**src/rtl/spi_flash_responder.sv**
```systemverilog
// spi_flash_responder: byte-wide SPI flash responder with a word-addressed memory.
// Optional READ_STATUS command (8'h05) and write counter enabled by SPI_RESP_STATUS_EN.
module spi_flash_responder #(
  parameter int ADDR_W = 6,
  parameter int SYNC_N = 2
) (
  input  logic       p_clk,
  input  logic       p_reset_n,
  input  logic       s_clk,
  input  logic       s_css,
  input  logic [7:0] s_mosi,
  output logic [7:0] s_miso,
  output logic       cmd_err
);
  typedef enum logic [2:0] {IDLE, CMD, ADDR, RDATA, WDATA, SKIP, STAT} state_t;
  state_t state;
  logic [SYNC_N-1:0][9:0] sync_q;
  logic clk_s, css_s, clk_d, strobe;
  logic [7:0] mosi_s;
  logic [1:0] cnt;
  logic is_rd, wr_pend;
  logic [ADDR_W-1:0] idx, idx_nx;
  logic [23:0] shift;
  logic [31:0] wdata, rd_word;
  logic [31:0] mem [2**ADDR_W];
`ifdef SPI_RESP_STATUS_EN
  logic [6:0] wr_cnt;
`endif
  assign {clk_s, css_s, mosi_s} = sync_q[SYNC_N-1];
  assign strobe = clk_d & ~clk_s & ~css_s;
  assign idx_nx = ADDR_W'({idx, mosi_s});
  assign rd_word = mem[idx_nx];
  // synchronize the SPI inputs; chip select resets inactive so no phantom frame starts
  always_ff @(posedge p_clk or negedge p_reset_n)
    if (!p_reset_n) begin
      sync_q <= {SYNC_N{10'h100}};
      clk_d <= 1'b0;
    end else begin
      sync_q <= {sync_q[SYNC_N-2:0], s_clk, s_css, s_mosi};
      clk_d <= clk_s;
    end
  // frame FSM: decode command, collect address, stream read data or gather write data
  always_ff @(posedge p_clk or negedge p_reset_n)
    if (!p_reset_n) begin
      state <= IDLE;
      cnt <= '0;
      is_rd <= 1'b0;
      idx <= '0;
      shift <= '0;
      wdata <= '0;
      wr_pend <= 1'b0;
      s_miso <= '0;
      cmd_err <= 1'b0;
`ifdef SPI_RESP_STATUS_EN
      wr_cnt <= '0;
`endif
    end else begin
      wr_pend <= 1'b0;
`ifdef SPI_RESP_STATUS_EN
      if (wr_pend) wr_cnt <= wr_cnt + 7'd1;
`endif
      if (css_s) begin
        state <= IDLE;
        cnt <= '0;
        s_miso <= '0;
      end else if (state == IDLE) begin
        state <= CMD;
      end else if (strobe) begin
        case (state)
          CMD: begin
            if (mosi_s == 8'h01 || mosi_s == 8'h02) begin
              state <= ADDR;
              is_rd <= (mosi_s == 8'h01);
            end
`ifdef SPI_RESP_STATUS_EN
            else if (mosi_s == 8'h05) begin
              state <= STAT;
              s_miso <= {cmd_err, wr_cnt};
            end
`endif
            else begin
              cmd_err <= 1'b1;
              state <= SKIP;
            end
          end
          ADDR: begin
            idx <= idx_nx;
            cnt <= (cnt == 2'd2) ? 2'd0 : cnt + 2'd1;
            if (cnt == 2'd2) begin
              state <= is_rd ? RDATA : WDATA;
              if (is_rd) begin
                shift <= rd_word[23:0];
                s_miso <= rd_word[31:24];
              end
            end
          end
          RDATA: begin
            cnt <= cnt + 2'd1;
            s_miso <= (cnt == 2'd3) ? 8'h00 : shift[23:16];
            shift <= {shift[15:0], 8'h00};
            if (cnt == 2'd3) state <= SKIP;
          end
          WDATA: begin
            wdata <= {wdata[23:0], mosi_s};
            cnt <= cnt + 2'd1;
            if (cnt == 2'd3) begin
              wr_pend <= 1'b1;
              state <= SKIP;
            end
          end
          default: ;
        endcase
      end
    end
  // commit a completed write one cycle after its last data byte; memory is never reset
  always_ff @(posedge p_clk)
    if (wr_pend) mem[idx] <= wdata;
endmodule
```
**config.mk**
```make
export PLATFORM = sky130hd
export DESIGN_NAME = spi_flash_responder
export DESIGN_NICKNAME = d
export VERILOG_FILES = /design/src/rtl/spi_flash_responder.sv
export SDC_FILE = /design/constraint.sdc
export NUM_CORES = 2
export LEC_CHECK = 0
export ABC_AREA = 1
export CAP_MARGIN = 20
export CORE_MARGIN = 2
export CORE_UTILIZATION = 39
export DETAILED_ROUTE_END_ITERATION = 8
export PLACE_DENSITY = 0.61
export SLEW_MARGIN = 40
export SYNTH_ARGS = -nofsm -noshare
export SYNTH_HDL_FRONTEND = slang
export SYNTH_SLANG_ARGS = --single-unit
```
**constraint.sdc**
```tcl
create_clock -name p_clk -period 9 [get_ports p_clk]
set_input_delay 1.35 -clock p_clk [delete_from_list [all_inputs] [get_ports p_clk]]
set_output_delay 1.35 -clock p_clk [all_outputs]
set_load 0.01 [all_outputs]
```
==> results <==
- The die extent in x is 475.3 µm.
- The first routing iteration left 7,617 violations.
- Max-cap violations in this run came to 0.
- The min-delay analysis places its worst path in the category reg2reg.
- Row generation in the floorplan step produced 173 rows.
- For this design the top-level I/O count stands at 21.
- Setup violations remaining at the end of the flow were counted as 0.
- Of the synthesized area, sequential elements account for 0.7385.
- For this run, the total global-route usage over all layers was measured as 0.2215.
- The clock transition at the register clock pins on the worst setup and hold paths after CTS is 0.06 ns.
- After detailed routing, the number of vias per cell comes to 5.492.
- The height of the chip is about 480 µm.
- Dividing the final minimum period by the clock period gives 0.4515.
- The number of filler cells placed in the layout is slightly below 20,000.
- The congestion estimate from routability-driven global placement came to 0.9270.
- The routed length per instance is 24.71 µm.
- After synthesis, the cell types taking the most area are sky130_fd_sc_hd__edfxtp_1 (71%), sky130_fd_sc_hd__nor2_1 (5.4%), sky130_fd_sc_hd__nand2_1 (5.2%).
- The static power due to leakage is between 30 and 40 nW.
- The level count of the clock H-tree is 4.
- Detailed placement ended at an HPWL of 134,700 µm.
- The hold violation total from the final report was 0.
- The number of placed instances, taps included, is 9,858.
- The overflow left after global routing is 0.
- For the final routed database, the setup TNS stands at 0 ns.
- For this run, the top clock speed supported by timing is 246.1 MHz.
- The flip-flop and latch count after synthesis is 2,147.
- The number of max-slew violations in the final report was 0.
- The top cell types in the final layout, fill and taps aside, are sky130_fd_sc_hd__edfxtp_1 (2,048), sky130_fd_sc_hd__nand2_1 (1,208), sky130_fd_sc_hd__nor2_1 (1,198).
- The initial antenna violation count is 17.
- The tree built by TritonCTS fans out to 2,147 sinks.
- The arrival time of the worst setup path is 4.89 ns.
- The total power is 23.09 mW.
- The largest area contributor in the synthesized netlist is sky130_fd_sc_hd__edfxtp_1.
- In this run the clock root is driven by a sky130_fd_sc_hd__clkbuf_16.
- The maximum clock skew at final layout is around 0.06 ns.
- The total setup buffers inserted after CTS is 0.
- A synthesized cell averages 12.12 µm².
- The maximum ir drop on the vdd rail is 0.2140 mV.
- The number of distinct library cell variants in the gate-level netlist after synthesis is 38.
- STA classifies the critical path startpoint as a register.
- The number of nets in the synthesized netlist is 7,161.
- The synthesis-to-finish area growth is 12.22%.
- The synthesized cell area is 86,630 µm².
- The run finished with clean final reports.
- The via count of the first global-routing pass is 53,380.
- The CTS tree is done.
- The routed design has 253,900 µm of wire.
- The library cell used most frequently in the layout, excluding fill and tap cells, is sky130_fd_sc_hd__edfxtp_1.
- The residual antenna-violating net count after detailed routing is 0.
- For this configuration, the core starts out at a cell density of 0.3912.
- The worst path needs 4.063 ns of the cycle, external delays included.
- The first global-routing pass estimated around 370,000 µm of wire.
- The number of instances resized during post-cts repair is 0.
- The core region is between 200,000 and 250,000 µm².
- The total of buffers placed on input and output ports is 20.
- The later pin in the worst-skew pair is clocked with a latency of 0.88 ns.
- The number of buffers added by the clock tree synthesis step is 213.
- For this run, design rule violations remaining after detail routing come to 0.
- At the end of the flow the core is filled with cells to 0.4390.
- Dividing total power by cell area gives a power density of 237.5 nW/µm².
- Synthesis produced 7,149 cells.
- Along the worst path, the maximum fanout reaches 73.
- No sink is reached through more buffers than the 3 on the longest clock path.
- Entering global routing, the biggest net connects 242 pins.
- Data on the critical path is required at its endpoint by roughly 10 ns.
- The kind of critical path is reg2reg.
- The worst-case headroom to the max-slew limit is 0.3004.
- Prior to clock tree synthesis, the placed netlist has a worst setup slack of 4.958 ns.
- Of the post-synthesis cell area, the dominant cell type holds 0.7099.
- The layout net count is 7,114.
- The fraction of final layout cells sized beyond drive strength 1 is 0.08586.
- The worst setup path is captured at a register.
- The final route contains 56,410 vias.
- The count of cells in the finished layout, fillers not included, comes to 10,270.
- Yosys printed 0 warnings.
- The setup slack after layout is 4.937 ns.
- The die covers 225,900 µm².
- For this design, the CTS-stage hold fixing added 0 buffers.
- The first TritonRoute pass finished after 6 iterations.
- For the pin with the worst max-slew slack, the measured transition is 1.049 ns.
- Setup repair after global routing left no endpoint under its margin.
## synthesized netlist by cell type, drive strengths merged
library cell and count:
nor2 1259, dfstp 2, a21oi 77, o41ai 1, o22ai 137, o21bai 1
a31oi 1, dfrtp 97, o211ai 187, o221ai 2, nand2 1208, clkbuf 172
edfxtp 2048, nor4 8, nor3 3, a21boi 1, buf 268, mux2 22
o21ai 882, nand4 15, clkinv 7, inv 317, a211oi 3, or2 10
nand3 421
## critical path, stage by stage (launching register included)
cell	delay, ns
sky130_fd_sc_hd__dfrtp_4	0.82
sky130_fd_sc_hd__buf_4	0.69
sky130_fd_sc_hd__buf_4	0.74
sky130_fd_sc_hd__o21ai_0	0.23
sky130_fd_sc_hd__o22ai_1	0.24
sky130_fd_sc_hd__nand2_1	0.07
sky130_fd_sc_hd__nand2_1	0.08
sky130_fd_sc_hd__a21oi_1	0.15
sky130_fd_sc_hd__nand2_1	0.39
sky130_fd_sc_hd__nand3_1	0.26
sky130_fd_sc_hd__nand2_1	0.15
sky130_fd_sc_hd__nand2_1	0.06
sky130_fd_sc_hd__nand2_1	0.05
## flip-flops by register name (all words and copies together), names as in the netlist, 2 cells and up
register / flops
mem: 2048
sync_q: 10
idx_nx: 6
state: 3
idx: 6
shift: 24
s_miso: 8
wdata: 32
mosi_s: 2
cnt: 2
## final cells by class
cell class / count / area (µm²) / share of cell area
Antenna cell: 6 / 15.01 / 0.0001544
Timing Repair Buffer: 178 / 1739 / 0.01789
Multi-Input combinational cell: 4238 / 19510 / 0.2007
Clock buffer: 285 / 5813 / 0.05980
Inverter: 324 / 1260 / 0.01296
Clock inverter: 119 / 1104 / 0.01135
Tap cell: 2975 / 3722 / 0.03829
Sequential cell: 2147 / 64050 / 0.6589
## per-stage QoR
stage          hold slack, ns  area [µm²]
6_report               0.3505       97220
5_1_grt                0.3628       97200
4_1_cts                0.3526       97080
3_5_place_dp           0.3378       90160
3_3_place_gp           0.3366       89940
2_1_floorplan          0.3312       86630
## per-layer routing
layer  track usage  share of wire  wire [µm]  vias to the layer above
met3       0.03945          0.091      23190                      496
met2        0.3468           0.46     116100                     2679
met1        0.3044           0.40     102700                    28160
met4       0.09278          0.047      11880                        4
li1              -              -          -                    25070
met5             0        0.00011         27                        -
## power breakdown
part	internal (mW)	total, mW	switching, mW
logic	0.384	2.11	1.72
registers	11.9	12.2	0.345
clock network	4.95	8.79	3.83
total	17.2	23.1	5.90
## final timing paths
check                                          from                    to  slack [ns]  cells after the start
worst max register to register  idx_nx[0]$_DFF_PN0_  shift[8]$_DFFE_PN0P_        4.94                     12
min in group asynchronous                 p_reset_n   sync_q[0]$_DFF_PN0_        0.44                      1
worst min register to register  sync_q[7]$_DFF_PN0_   mosi_s[7]$_DFF_PN0_        0.35                      0
max in group asynchronous                 p_reset_n  wdata[2]$_DFFE_PN0P_        7.24                      2
worst min-delay path            sync_q[7]$_DFF_PN0_   mosi_s[7]$_DFF_PN0_        0.35                      0
worst max-delay path            idx_nx[0]$_DFF_PN0_  shift[8]$_DFFE_PN0P_        4.94                     12
## kinds of logic after synthesis
kind of cell,Yosys count,share of synthesized area
muxes,22,0.002860
buffers and inverters,764,0.04220
DFF,2147,0.7385
AOI/OAI and AO/OA,1292,0.08241
and+or+nand+nor,2924,0.1340
No activity file was read; power rests on OpenSTA's default activity.
